==> config.mk <==
export PLATFORM = sky130hd
export DESIGN_NAME = prog_loader
export DESIGN_NICKNAME = d
export VERILOG_FILES = /design/src/rtl/prog_loader_pkg.sv /design/src/rtl/prog_loader_wr_port.sv /design/src/rtl/prog_loader.sv
export SDC_FILE = /design/constraint.sdc
export NUM_CORES = 1
export LEC_CHECK = 0
export ABC_AREA = 1
export CORE_AREA = 2 2 67 69
export CTS_CLUSTER_DIAMETER = 200
export DETAILED_ROUTE_END_ITERATION = 7
export DIE_AREA = 0 0 69 71
export DONT_BUFFER_PORTS = 1
export GPL_TIMING_DRIVEN = 1
export HOLD_SLACK_MARGIN = 0.1
export PLACE_DENSITY = 0.68
export SLEW_MARGIN = 25
export SYNTH_ARGS = -nofsm -noshare
export SYNTH_HDL_FRONTEND = slang
export SYNTH_SLANG_ARGS = --single-unit
export TNS_END_PERCENT = 20
==> constraint.sdc <==
create_clock -name clk -period 2.45 [get_ports clk]
set_input_delay 0 -clock clk [delete_from_list [all_inputs] [get_ports clk]]
set_output_delay 0 -clock clk [all_outputs]
set_load 0.03 [all_outputs]
==> src/rtl/prog_loader_pkg.sv <==
// Shared types and defaults for the boot-time program loader.
package prog_loader_pkg;

  localparam int ADDR_W_DEF   = 8;
  localparam int DATA_W_DEF   = 8;
  localparam int RST_HOLD_DEF = 4;

  typedef enum logic [2:0] {
    ST_LEN   = 3'd0,
    ST_DATA  = 3'd1,
    ST_CSUM  = 3'd2,
    ST_HOLD  = 3'd3,
    ST_RUN   = 3'd4,
    ST_ERROR = 3'd5
  } state_t;

  function automatic logic is_busy(input state_t s);
    return (s == ST_LEN) || (s == ST_DATA) || (s == ST_CSUM) || (s == ST_HOLD);
  endfunction

  function automatic logic takes_input(input state_t s);
    return (s == ST_LEN) || (s == ST_DATA) || (s == ST_CSUM);
  endfunction

endpackage

==> src/rtl/prog_loader_wr_port.sv <==
// Registered memory write strobe: one mem_we pulse per accepted payload byte.
module loader_wr_port #(
  parameter int ADDR_W = 8,
  parameter int DATA_W = 8
) (
  input  logic              clk,
  input  logic              reset,
  input  logic              fire,
  input  logic [ADDR_W-1:0] addr,
  input  logic [DATA_W-1:0] wdata,
  output logic [ADDR_W-1:0] mem_addr,
  output logic [DATA_W-1:0] mem_wdata,
  output logic              mem_we
);

  logic [ADDR_W-1:0] addr_q, addr_d;
  logic [DATA_W-1:0] wdata_q, wdata_d;
  logic              we_q, we_d;

  always_comb begin
    we_d    = fire;
    addr_d  = fire ? addr  : addr_q;
    wdata_d = fire ? wdata : wdata_q;
  end

  always_ff @(posedge clk) begin
    if (!reset) begin
      we_q    <= 1'b0;
      addr_q  <= '0;
      wdata_q <= '0;
    end else begin
      we_q    <= we_d;
      addr_q  <= addr_d;
      wdata_q <= wdata_d;
    end
  end

  assign mem_we    = we_q;
  assign mem_addr  = addr_q;
  assign mem_wdata = wdata_q;

endmodule

==> src/rtl/prog_loader.sv <==
// Length-prefixed program loader; holds the CPU in reset while filling memory from 0.
// Optional checksum trailer byte enabled by defining LOADER_CHECKSUM_EN.
//   state | meaning
//   LEN   | waiting for length byte (0 means full address space)
//   DATA  | writing payload bytes
//   CSUM  | waiting for checksum byte (LOADER_CHECKSUM_EN only)
//   HOLD  | keeping cpu_reset high for RST_HOLD cycles
//   RUN   | CPU released
//   ERROR | checksum mismatch, CPU kept in reset
module prog_loader
  import prog_loader_pkg::*;
#(
  parameter int ADDR_W   = ADDR_W_DEF,
  parameter int DATA_W   = DATA_W_DEF,
  parameter int RST_HOLD = RST_HOLD_DEF
) (
  input  logic              clk,
  input  logic              reset,
  input  logic [DATA_W-1:0] in_data,
  input  logic              in_valid,
  output logic              in_ready,
  input  logic              load_req,
  output logic [ADDR_W-1:0] mem_addr,
  output logic [DATA_W-1:0] mem_wdata,
  output logic              mem_we,
  output logic              cpu_reset,
  output logic              busy,
  output logic              done,
  output logic              err
);

  localparam logic [ADDR_W:0] REM_ONE   = (ADDR_W+1)'(1);
  localparam logic [ADDR_W:0] REM_FULL  = REM_ONE << ADDR_W;
  localparam logic [3:0]      HOLD_INIT = 4'(RST_HOLD - 1);

  state_t            state_q, state_d;
  logic [ADDR_W:0]   rem_q, rem_d;
  logic [ADDR_W-1:0] addr_q, addr_d;
  logic [ADDR_W-1:0] len_v;
  logic [3:0]        hold_q, hold_d;
  logic              in_ready_q, in_ready_d;
  logic              cpu_reset_q, cpu_reset_d;
  logic              busy_q, busy_d;
  logic              done_q, done_d;
  logic              accept, wr_fire;
`ifdef LOADER_CHECKSUM_EN
  logic [DATA_W-1:0] sum_q, sum_d;
  logic              err_q, err_d;
`endif

  assign accept = in_valid && in_ready_q;
  assign len_v  = ADDR_W'(in_data);

  always_comb begin
    state_d = state_q;
    rem_d   = rem_q;
    addr_d  = addr_q;
    hold_d  = hold_q;
    wr_fire = 1'b0;
`ifdef LOADER_CHECKSUM_EN
    sum_d   = sum_q;
`endif
    case (state_q)
      ST_LEN: begin
        if (accept) begin
          rem_d   = (len_v == '0) ? REM_FULL : {1'b0, len_v};
          addr_d  = '0;
          state_d = ST_DATA;
`ifdef LOADER_CHECKSUM_EN
          sum_d   = '0;
`endif
        end
      end
      ST_DATA: begin
        if (accept) begin
          wr_fire = 1'b1;
          addr_d  = addr_q + 1'b1;
          rem_d   = rem_q - REM_ONE;
`ifdef LOADER_CHECKSUM_EN
          sum_d   = sum_q + in_data;
          if (rem_q == REM_ONE) state_d = ST_CSUM;
`else
          if (rem_q == REM_ONE) begin
            state_d = ST_HOLD;
            hold_d  = HOLD_INIT;
          end
`endif
        end
      end
`ifdef LOADER_CHECKSUM_EN
      ST_CSUM: begin
        if (accept) begin
          if (in_data == sum_q) begin
            state_d = ST_HOLD;
            hold_d  = HOLD_INIT;
          end else begin
            state_d = ST_ERROR;
          end
        end
      end
`endif
      ST_HOLD: begin
        if (hold_q == '0) state_d = ST_RUN;
        else              hold_d  = hold_q - 1'b1;
      end
      ST_RUN, ST_ERROR: begin
        if (load_req) state_d = ST_LEN;
      end
      default: state_d = ST_LEN;
    endcase

    // Outputs are registered from the next state so they always match state_q.
    in_ready_d  = takes_input(state_d);
    cpu_reset_d = (state_d != ST_RUN);
    busy_d      = is_busy(state_d);
    done_d      = (state_d == ST_RUN);
`ifdef LOADER_CHECKSUM_EN
    err_d       = (state_d == ST_ERROR);
`endif
  end

  always_ff @(posedge clk) begin
    if (!reset) begin
      state_q     <= ST_LEN;
      rem_q       <= '0;
      addr_q      <= '0;
      hold_q      <= '0;
      in_ready_q  <= 1'b1;
      cpu_reset_q <= 1'b1;
      busy_q      <= 1'b1;
      done_q      <= 1'b0;
`ifdef LOADER_CHECKSUM_EN
      sum_q       <= '0;
      err_q       <= 1'b0;
`endif
    end else begin
      state_q     <= state_d;
      rem_q       <= rem_d;
      addr_q      <= addr_d;
      hold_q      <= hold_d;
      in_ready_q  <= in_ready_d;
      cpu_reset_q <= cpu_reset_d;
      busy_q      <= busy_d;
      done_q      <= done_d;
`ifdef LOADER_CHECKSUM_EN
      sum_q       <= sum_d;
      err_q       <= err_d;
`endif
    end
  end

  loader_wr_port #(
    .ADDR_W (ADDR_W),
    .DATA_W (DATA_W)
  ) u_wr_port (
    .clk       (clk),
    .reset     (reset),
    .fire      (wr_fire),
    .addr      (addr_q),
    .wdata     (in_data),
    .mem_addr  (mem_addr),
    .mem_wdata (mem_wdata),
    .mem_we    (mem_we)
  );

  assign in_ready  = in_ready_q;
  assign cpu_reset = cpu_reset_q;
  assign busy      = busy_q;
  assign done      = done_q;
`ifdef LOADER_CHECKSUM_EN
  assign err = err_q;
`else
  assign err = 1'b0;
`endif

endmodule

==> impl_metrics.ini <==
[status]
status = finished, final reports clean

[global_routing]
grt_pass1_wl_mm = 8.024
grtUsageTotal = 0.2012
grt_pass1_vias = 1717
antenna_found_initial = 0
grt-ovfl-total = 0
grt_max_degree = 34

[critical_path]
cp-end-kind = flip-flop
cp-start-kind = flip-flop
cp_data_required_time_ns = 2.70
crit_fanout = 15
critPathKind = flip-flop to flip-flop
worstPathArrival_ns = 2.47

[sta]
worst_slew_margin_rel = 0.4699
max_clock_freq_mhz = 451.4
fin_tns_setup_ns = 0
rsz0062_at_grt = no
fin_crit_ns = 2.215
skew_ns = 0.009208
hold_viol = 0
setup_violations = 0
worst_pin_slew_ns = 0.7925
slew_violations = 0
finalCritPeriodShare = 0.9042

[final_layout]
final_cell_area_um2 = 2425
drive_gt1_frac = 0.07862
n_fill_cell = 399
nNetsFinal = 334
antenna_cells = 0
syn_to_final_growth_pct = 10.11

[power_and_ir_drop]
power_leakage_nw = 1.035
power_density_nw_per_um2 = 699.3
peakVddDrop_uv = 391.4
total_power_mw = 1.696

[floorplan]
die_x_um = 69
rows = 24
initial_utilization = 0.5238
die_area_um2 = 4899
die_h_um = 71
core_um2 = 4204
ioPinCount = 34

[logic_synthesis]
yosysWarnings = 0
synthesis.instances = 308
syn_area_um2 = 2202
ys_types = 32
avgSynthCellArea_um2 = 7.150
synth_seq_area_share = 0.4091
synth_fp_nets = 325
ys_ff_latch = 45

[drt]
routed_wl_mm = 4.704
ant_nets = 0
drtPass1Iterations = 4
via_per_inst = 5.127
drt_iter0_drc = 66
post_drt_wl_per_cell_um = 12.71
vias = 1897
drcViolationCount = 0

[clocking]
root_buffer = clkbuf_8
post_cts_buffers = 0
cts_buffers = 5
clock_path_buffers = 2
cts_tree = done
clk_pin_slew_worst_paths_ns = 0.09
clkSinkCount = 45
clkLatencyLatePin_ns = 0.30
htree_levels = 2

[place]
gp_congestion = 0.7691
hpwl_mm = 3.251
placed_cell_area_um2 = 2183
io_buffer_count = 0

[worst_hold_path]
hold_class = input port to flip-flop

[job]
cap_violations = 0
==> repair_timing <==
action	in CTS	in global routing
hold buffers	12	0
resized for setup	0	2
setup endpoints to repair	0	1
hold endpoints to repair	34	0
==> sequential cells by signal, indices dropped and copies added, names as in the netlist, 3 cells and up <==
name                 cells
rem_q                    9
addr_q                   8
u_wr_port.mem_addr       8
u_wr_port.mem_wdata      8
hold_q                   4
state_q                  3
==> logic make-up (layout without fill, tap and decap cells) <==
| kind of cell | count (synthesis) | count (layout) | share of synthesized area |
|---|---|---|---|
| compound gates | 64 | 64 | 0.1546 |
| xor+xnor | 1 | 1 | 0.003978 |
| fa+ha+maj | 5 | 5 | 0.02841 |
| buf+inv | 48 | 58 | 0.1028 |
| flops | 45 | 45 | 0.4091 |
| other cells | 1 | 1 | 0.001703 |
| simple gates | 144 | 144 | 0.2994 |
==> final timing paths <==
kind,from,end,slack [ns],depth (start not counted)
setup / recovery,in_ready$_SDFF_PN1_,rem_q[6]$_SDFFE_PN0P_,0.23,9
hold / removal,reset,addr_q[0]$_SDFFE_PN0P_,0.11,2
setup reg to reg,in_ready$_SDFF_PN1_,rem_q[6]$_SDFFE_PN0P_,0.23,9
hold reg to reg,hold_q[3]$_SDFFE_PN0P_,hold_q[3]$_SDFFE_PN0P_,0.50,2
==> area by class of cell <==
cell class | instances | area [µm²] | share of cell area
well taps | 52 | 65.06 | 0.02683
flip-flops and latches | 45 | 900.9 | 0.3715
inverters | 38 | 145.1 | 0.05986
multi-input cells | 215 | 1082 | 0.4463
clock buffers | 6 | 72.57 | 0.02993
clock inverters | 2 | 38.79 | 0.01600
repair buffers | 12 | 120.1 | 0.04954
==> through the flow <==
stage	hold slack (ns)	instances	setup slack, ns	utilization
2_1_floorplan	0.1384	308	1.005	-
3_3_place_gp	0.1230	350	0.7026	0.5193
3_5_place_dp	0.1321	350	0.6166	0.5193
4_1_cts	0.1097	370	0.04602	0.5744
5_1_grt	0.1329	370	0.08627	0.5768
6_report	0.1140	370	0.2347	0.5768
==> cell usage after synthesis, drive strengths merged <==
library cell,number,area share
o21bai,1,0.0034
ha,5,0.028
dfxtp,45,0.41
clkbuf,3,0.0097
clkinv,1,0.0017
conb,1,0.0017
o31ai,1,0.0034
xnor2,1,0.0040
a211oi,2,0.0091
nor2,58,0.11
nand2,63,0.13
nand3,18,0.045
a21oi,29,0.066
a21boi,1,0.0034
inv,37,0.063
or2,1,0.0028
a22oi,1,0.0034
buf,7,0.028
nand4,4,0.011
o21ai,29,0.066
==> worst max-delay path, stage by stage (launching register included) <==
cell and delay, ns:
dfxtp_1 0.52, nand2_1 0.25, inv_2 0.17, nand3_4 0.20
inv_4 0.18, o21ai_0 0.10, nand2_1 0.06, nand2_1 0.05
nor2_1 0.10, dlygate4sd3_1 0.54
==> cells in the final DEF, fill, tap and decap left out, drive strengths merged, types with 2 or more instances in the layout <==
cell         instances
dlygate4sd3         12
inv                 37
ha                   5
o21ai               29
nand2               63
clkinv               2
nand4                4
a21oi               29
a211oi               2
dfxtp               45
clkbuf               6
nand3               18
nor2                58
==> power by group <==
group | internal [mW] | switching (mW)
sequential | 0.776 | 0.0813
clock | 0.306 | 0.255
combinational | 0.0954 | 0.181
==> per-layer routing <==
layer  part of all wire  wire, µm  global-route usage
met5                  0         0                   0
met4              0.014        67             0.07407
met3              0.036       171             0.04416
met2               0.47      2210              0.3291
met1               0.48      2256              0.2625
(Power assumes the default switching activity.)
